--- src/rtl/rect_plotter.sv ---
// Rectangle rasteriser for the VGA adapter pixel-write port: filled box, outline box
// or full-screen clear, one pixel per clock, clipped to the screen.
`timescale 1ns/1ps
module rect_plotter #(
    parameter int unsigned X_SCREEN_PIXELS = 160,
    parameter int unsigned Y_SCREEN_PIXELS = 120,
    parameter int unsigned X_W             = 8,
    parameter int unsigned Y_W             = 7,
    parameter int unsigned COLOUR_W        = 3
) (
    input  logic                iClock,
    input  logic                iResetn,
    input  logic                iStart,
    input  logic [1:0]          iMode,
    input  logic [X_W-1:0]      iX,
    input  logic [Y_W-1:0]      iY,
    input  logic [X_W-1:0]      iW,
    input  logic [Y_W-1:0]      iH,
    input  logic [COLOUR_W-1:0] iColour,
    output logic [X_W-1:0]      oX,
    output logic [Y_W-1:0]      oY,
    output logic [COLOUR_W-1:0] oColour,
    output logic                oPlot,
    output logic                oBusy,
    output logic                oDone
);

    typedef enum logic [1:0] {IDLE, DRAW, DONE} state_t;

    localparam logic [X_W:0] X_SCR = (X_W+1)'(X_SCREEN_PIXELS);
    localparam logic [Y_W:0] Y_SCR = (Y_W+1)'(Y_SCREEN_PIXELS);

    state_t state_q, state_d;

    logic [X_W:0] x_ext, w_ext, x_rem, w_clip;
    logic [Y_W:0] y_ext, h_ext, y_rem, h_clip;
    logic         is_clear, empty;

    logic                outline_q;
    logic [COLOUR_W-1:0] colour_q;
    logic [X_W-1:0]      x0_q, col_q;
    logic [Y_W-1:0]      y0_q, row_q;
    logic [X_W:0]        w_last_q;
    logic [Y_W:0]        h_last_q;
    logic                last_col, last_row;

    // Clipped size, one bit wider than the fields so the subtraction cannot wrap
    always_comb begin
        is_clear = (iMode == 2'b10);
        x_ext    = {1'b0, iX};
        y_ext    = {1'b0, iY};
        w_ext    = {1'b0, iW};
        h_ext    = {1'b0, iH};
        x_rem    = (x_ext < X_SCR) ? (X_SCR - x_ext) : '0;
        y_rem    = (y_ext < Y_SCR) ? (Y_SCR - y_ext) : '0;
        w_clip   = (w_ext < x_rem) ? w_ext : x_rem;
        h_clip   = (h_ext < y_rem) ? h_ext : y_rem;
        if (is_clear) begin
            w_clip = X_SCR;
            h_clip = Y_SCR;
        end
        empty = (w_clip == '0) || (h_clip == '0);
    end

    assign last_col = ({1'b0, col_q} == w_last_q);
    assign last_row = ({1'b0, row_q} == h_last_q);

    always_ff @(posedge iClock or negedge iResetn) begin
        if (!iResetn) state_q <= IDLE;
        else          state_q <= state_d;
    end

    always_comb begin
        state_d = state_q;
        oPlot   = 1'b0;
        oBusy   = 1'b0;
        oDone   = 1'b0;
        case (state_q)
            IDLE: begin
                if (iStart) state_d = empty ? DONE : DRAW;
            end
            DRAW: begin
                oBusy = 1'b1;
                oPlot = !outline_q || (col_q == '0) || (row_q == '0) || last_col || last_row;
                if (last_col && last_row) state_d = DONE;
            end
            DONE: begin
                oBusy   = 1'b1;
                oDone   = 1'b1;
                state_d = IDLE;
            end
            default: state_d = IDLE;
        endcase
    end

    // Nothing is latched for an empty request and the counters park on the last
    // pixel, so the pixel outputs keep their previous values outside DRAW.
    always_ff @(posedge iClock or negedge iResetn) begin
        if (!iResetn) begin
            outline_q <= 1'b0;
            colour_q  <= '0;
            x0_q      <= '0;
            y0_q      <= '0;
            w_last_q  <= '0;
            h_last_q  <= '0;
            col_q     <= '0;
            row_q     <= '0;
        end else begin
            case (state_q)
                IDLE: begin
                    if (iStart && !empty) begin
                        outline_q <= (iMode == 2'b01);
                        colour_q  <= iColour;
                        x0_q      <= is_clear ? '0 : iX;
                        y0_q      <= is_clear ? '0 : iY;
                        w_last_q  <= w_clip - 1'b1;
                        h_last_q  <= h_clip - 1'b1;
                        col_q     <= '0;
                        row_q     <= '0;
                    end
                end
                DRAW: begin
                    if (!last_col) begin
                        col_q <= col_q + 1'b1;
                    end else if (!last_row) begin
                        col_q <= '0;
                        row_q <= row_q + 1'b1;
                    end
                end
                default: ;
            endcase
        end
    end

    assign oX      = x0_q + col_q;
    assign oY      = y0_q + row_q;
    assign oColour = colour_q;

endmodule

--- config.mk ---
export PLATFORM = sky130hd
export DESIGN_NAME = rect_plotter
export DESIGN_NICKNAME = d
export VERILOG_FILES = /design/src/rtl/rect_plotter.sv
export SDC_FILE = /design/constraint.sdc
export NUM_CORES = 1
export LEC_CHECK = 0
export BUFFER_PORTS_ARGS = -buffer_cell sky130_fd_sc_hd__buf_2
export CAP_MARGIN = 15
export CORE_AREA = 2 2 95 97
export CTS_BUF_LIST = sky130_fd_sc_hd__clkbuf_8
export CTS_CLUSTER_SIZE = 16
export DETAILED_ROUTE_END_ITERATION = 10
export DIE_AREA = 0 0 97 99
export GPL_TIMING_DRIVEN = 0
export HOLD_SLACK_MARGIN = 0.08
export PLACE_DENSITY = 0.76
export RECOVER_POWER = 100
export REMOVE_ABC_BUFFERS = 1
export SYNTH_ARGS = -nofsm -noshare
export SYNTH_HDL_FRONTEND = slang
export SYNTH_SLANG_ARGS = --single-unit
export TNS_END_PERCENT = 30
--- constraint.sdc ---
create_clock -name iClock -period 5.19 [get_ports iClock]
set_clock_uncertainty 0.2 [all_clocks]
set_input_delay 0.7785 -clock iClock [delete_from_list [all_inputs] [get_ports iClock]]
set_output_delay 0.7785 -clock iClock [all_outputs]
set_load 0.05 [all_outputs]
==> reports/metrics.yaml <==
hold_path:
  min_path_type: "primary input to async pin"
placement:
  dp_hpwl_microns: 8120
  portBuffers: 58
  post-place-ws_ps: -1510
  routabilityCongestion: 0.915
  dpl-instance-area_sq_um: 4990
  dp.cells: 693
pwr:
  irDropWorstVdd_uv: 203
  intPower_mw: 1.22
  clkPwrFrac: 0.095
  finalPower_mw: 2.60
  power-per-cell-area_nw_per_um2: 466
  comb_power_share: 0.623
  seqPwrFrac: 0.282
  swShare: 0.530
  switching_power_mw: 1.38
  leakage_nw: 2.57
timing:
  grt_setup_unrepaired: "true"
  setup_viol: 17
  period_share: 1.02
  slew_headroom: -0.529
  timing.final.ws_setup_ps: -98.8
  period_minus_slack_ps: 5290
  hold_viol: 0
  tightest_slew_ps: 2290
  slew_violations: 44
  fmax_mhz: 189
die:
  dieHeight_microns: 99
  ios: 59
  rows: 34
  coreArea_sq_um: 8550
  die_w_microns: 97
  fp.dieArea_sq_um: 9600
  start_util: 0.543
synth:
  syn_area_per_cell_sq_um: 8.39
  synth-async-reset-ratio: 1.00
  ys_warn_count: 0
  synth_edf_count: 0
  syn_inst: 554
  ys_seq_area_frac: 0.285
  synth.largest_area_cell: "dfrtp_1"
  ys_top_cells_by_area: "dfrtp_1 29%, ha_1 10%, nand2_1 5.7%, xnor2_1 5.1%, o21ai_0 4.1%"
  ys_types: 63
  synth_flop_cell: "dfrtp_1"
  synth_seq_cells: 53
  syn-cell-area_sq_um: 4650
  synth_top_area_share: 0.285
drt:
  antenna_left: 0
  wl_microns: 12300
  post_drt_wl_per_cell_microns: 17.0
  via_count: 4468
  post-route-drc-count: 0
  drt-initial-drc-count: 182
  viasPerCell: 6.15
  drtPass1Iterations: 4
grt:
  grt_use_total: 0.245
  overflow: 0
  grt_max_degree: 54
  grt_pass1_vias: 4144
  grt_pass1_wl_microns: 20000
  grt_antenna_before_repair: 0
flow_run:
  maxCapViolCount: 1
cells_and_area:
  fin_cells: 726
  nets: 695
  design_area_sq_um: 5580
  final_cell_mix: "65 x nand2_1, 53 x dfrtp_1, 36 x ha_1"
  diodes: 0
  syn2layout_area_growth_pct: 20.0
  fin_util: 0.652
  drive_above_1_share: 0.206
  layout_commonest_cell: "nand2_1"
worst_setup_path:
  r2r_slack_ps: 1990
  worstPathCellList: "buf_2 -> or3_4 -> o211a_1 -> nor2_1 -> ha_1 -> o211ai_1 -> o21ai_1 -> a31oi_1 -> a21bo_2 -> o21ai_2 -> nand2_2 -> ha_4 -> nand2_2 -> or4_4 -> a211oi_4 -> a22oi_2 -> o211ai_4 -> buf_8 -> mux2i_1 -> a221oi_2"
  critical_path_class: "primary input to flip-flop"
  endpoint_kind: "flip-flop"
  path_common_cell: "nand2_2"
  arrival_ps: 5260
  startpoint_type: "primary input"
  required_ps: 5160
  cp_max_fo: 8
  path_buf_inv: 2
  crit_path_top_delay_cell: "or3_4"
  cp_top_family: "compound AO/OA/AOI/OAI gates"
  slowest_delay_ps: 460
clocking:
  insertion_delay_ps: 320
  clk_path_buf_depth: 2
  cts_max_level: 2
  cts_tree: "done"
  clock-sinks: 53
  clock-root-buffer: "clkbuf_8"
  cts_buffers: 5
  hold_buffers: 0
  clkTransAtPathRegs_ps: 110
outcome:
  violations: "max-capacitance violations, max-slew violations, negative setup slack"
  outcome: "complete, but fails checks"
logic make-up after synthesis:
group	after synthesis	synth area share
compound gates	146	0.220
xor+xnor	42	0.0792
fa+ha+maj	40	0.111
buf+inv	65	0.0552
flops	53	0.285
mux	27	0.0609
simple gates	181	0.189
flip-flops by register name, indices dropped and copies added (netlist names):
signal / count
col_q: 8
h_last_q: 8
oColour: 3
outline_q: 1
row_q: 7
state_q: 2
w_last_q: 9
x0_q: 8
y0_q: 7
power by group through the flow:
| stage | combinational [mW] | sequential, mW | clock, mW |
|---|---|---|---|
| final | 1.62 | 0.734 | 0.246 |
| after CTS | 1.56 | 0.726 | 0.250 |
| after global placement | 1.43 | 0.724 | 0 |
| after detailed placement | 1.48 | 0.734 | 0 |
| after global routing | 1.76 | 0.754 | 0.268 |
| after floorplan | 1.13 | 0.727 | 0 |
what timing repair did:
item / 4_1_cts / 5_1_grt
setup buffers: 12 / 8
pin swaps: 16 / 25
endpoints found under the setup margin: 53 / 53
gates cloned: 2 / 0
resized for setup: 35 / 35
cells in the mapped netlist, drive strengths merged, types with 6 or more instances:
cell     n
o31ai    9
nand3   14
xnor2   27
o21ai   39
mux2    10
and3    11
o211ai   8
nand2   71
xor2    15
ha      38
nor3    12
clkbuf  23
o21a     8
a31oi    9
inv     37
dfrtp   53
a211oi   6
mux2i   17
a21oi   21
nor2    33
final timing paths:
check / startpoint / end / depth (start not counted)
max in group asynchronous: iResetn / y0_q[3] / 2
max: iX[3] / row_q[3] / 20
min: iResetn / x0_q[4] / 1
max reg2reg: col_q[7] / col_q[0] / 7
min reg2reg: w_last_q[8] / w_last_q[8] / 1
min in group iClock: w_last_q[8] / w_last_q[8] / 1
cell type report:
class | count | area [sq um]
multi-input cells | 437 | 3350
fillers | 676 | 2980
flip-flops and latches | 53 | 1330
repair buffers | 83 | 527
inverters | 37 | 139
well taps | 108 | 135
clock buffers | 5 | 68.8
clock inverters | 3 | 26.3
metrics by stage:
| step | setup TNS, ps | hold WS (ps) |
|---|---|---|
| 2_1_floorplan | -39260 | 245 |
| 5_1_grt | -5940 | 261 |
| 3_3_place_gp | -93910 | 264 |
| 4_1_cts | 0 | 292 |
| 3_5_place_dp | -65710 | 266 |
| 6_report | -1120 | 219 |
per-layer routing:
metal	global-route usage	wire length [microns]
met1	0.334	5390
met2	0.424	6120
met3	0.0206	602
met4	0.0628	193
met5	0	0
(Power assumes the default switching activity.)
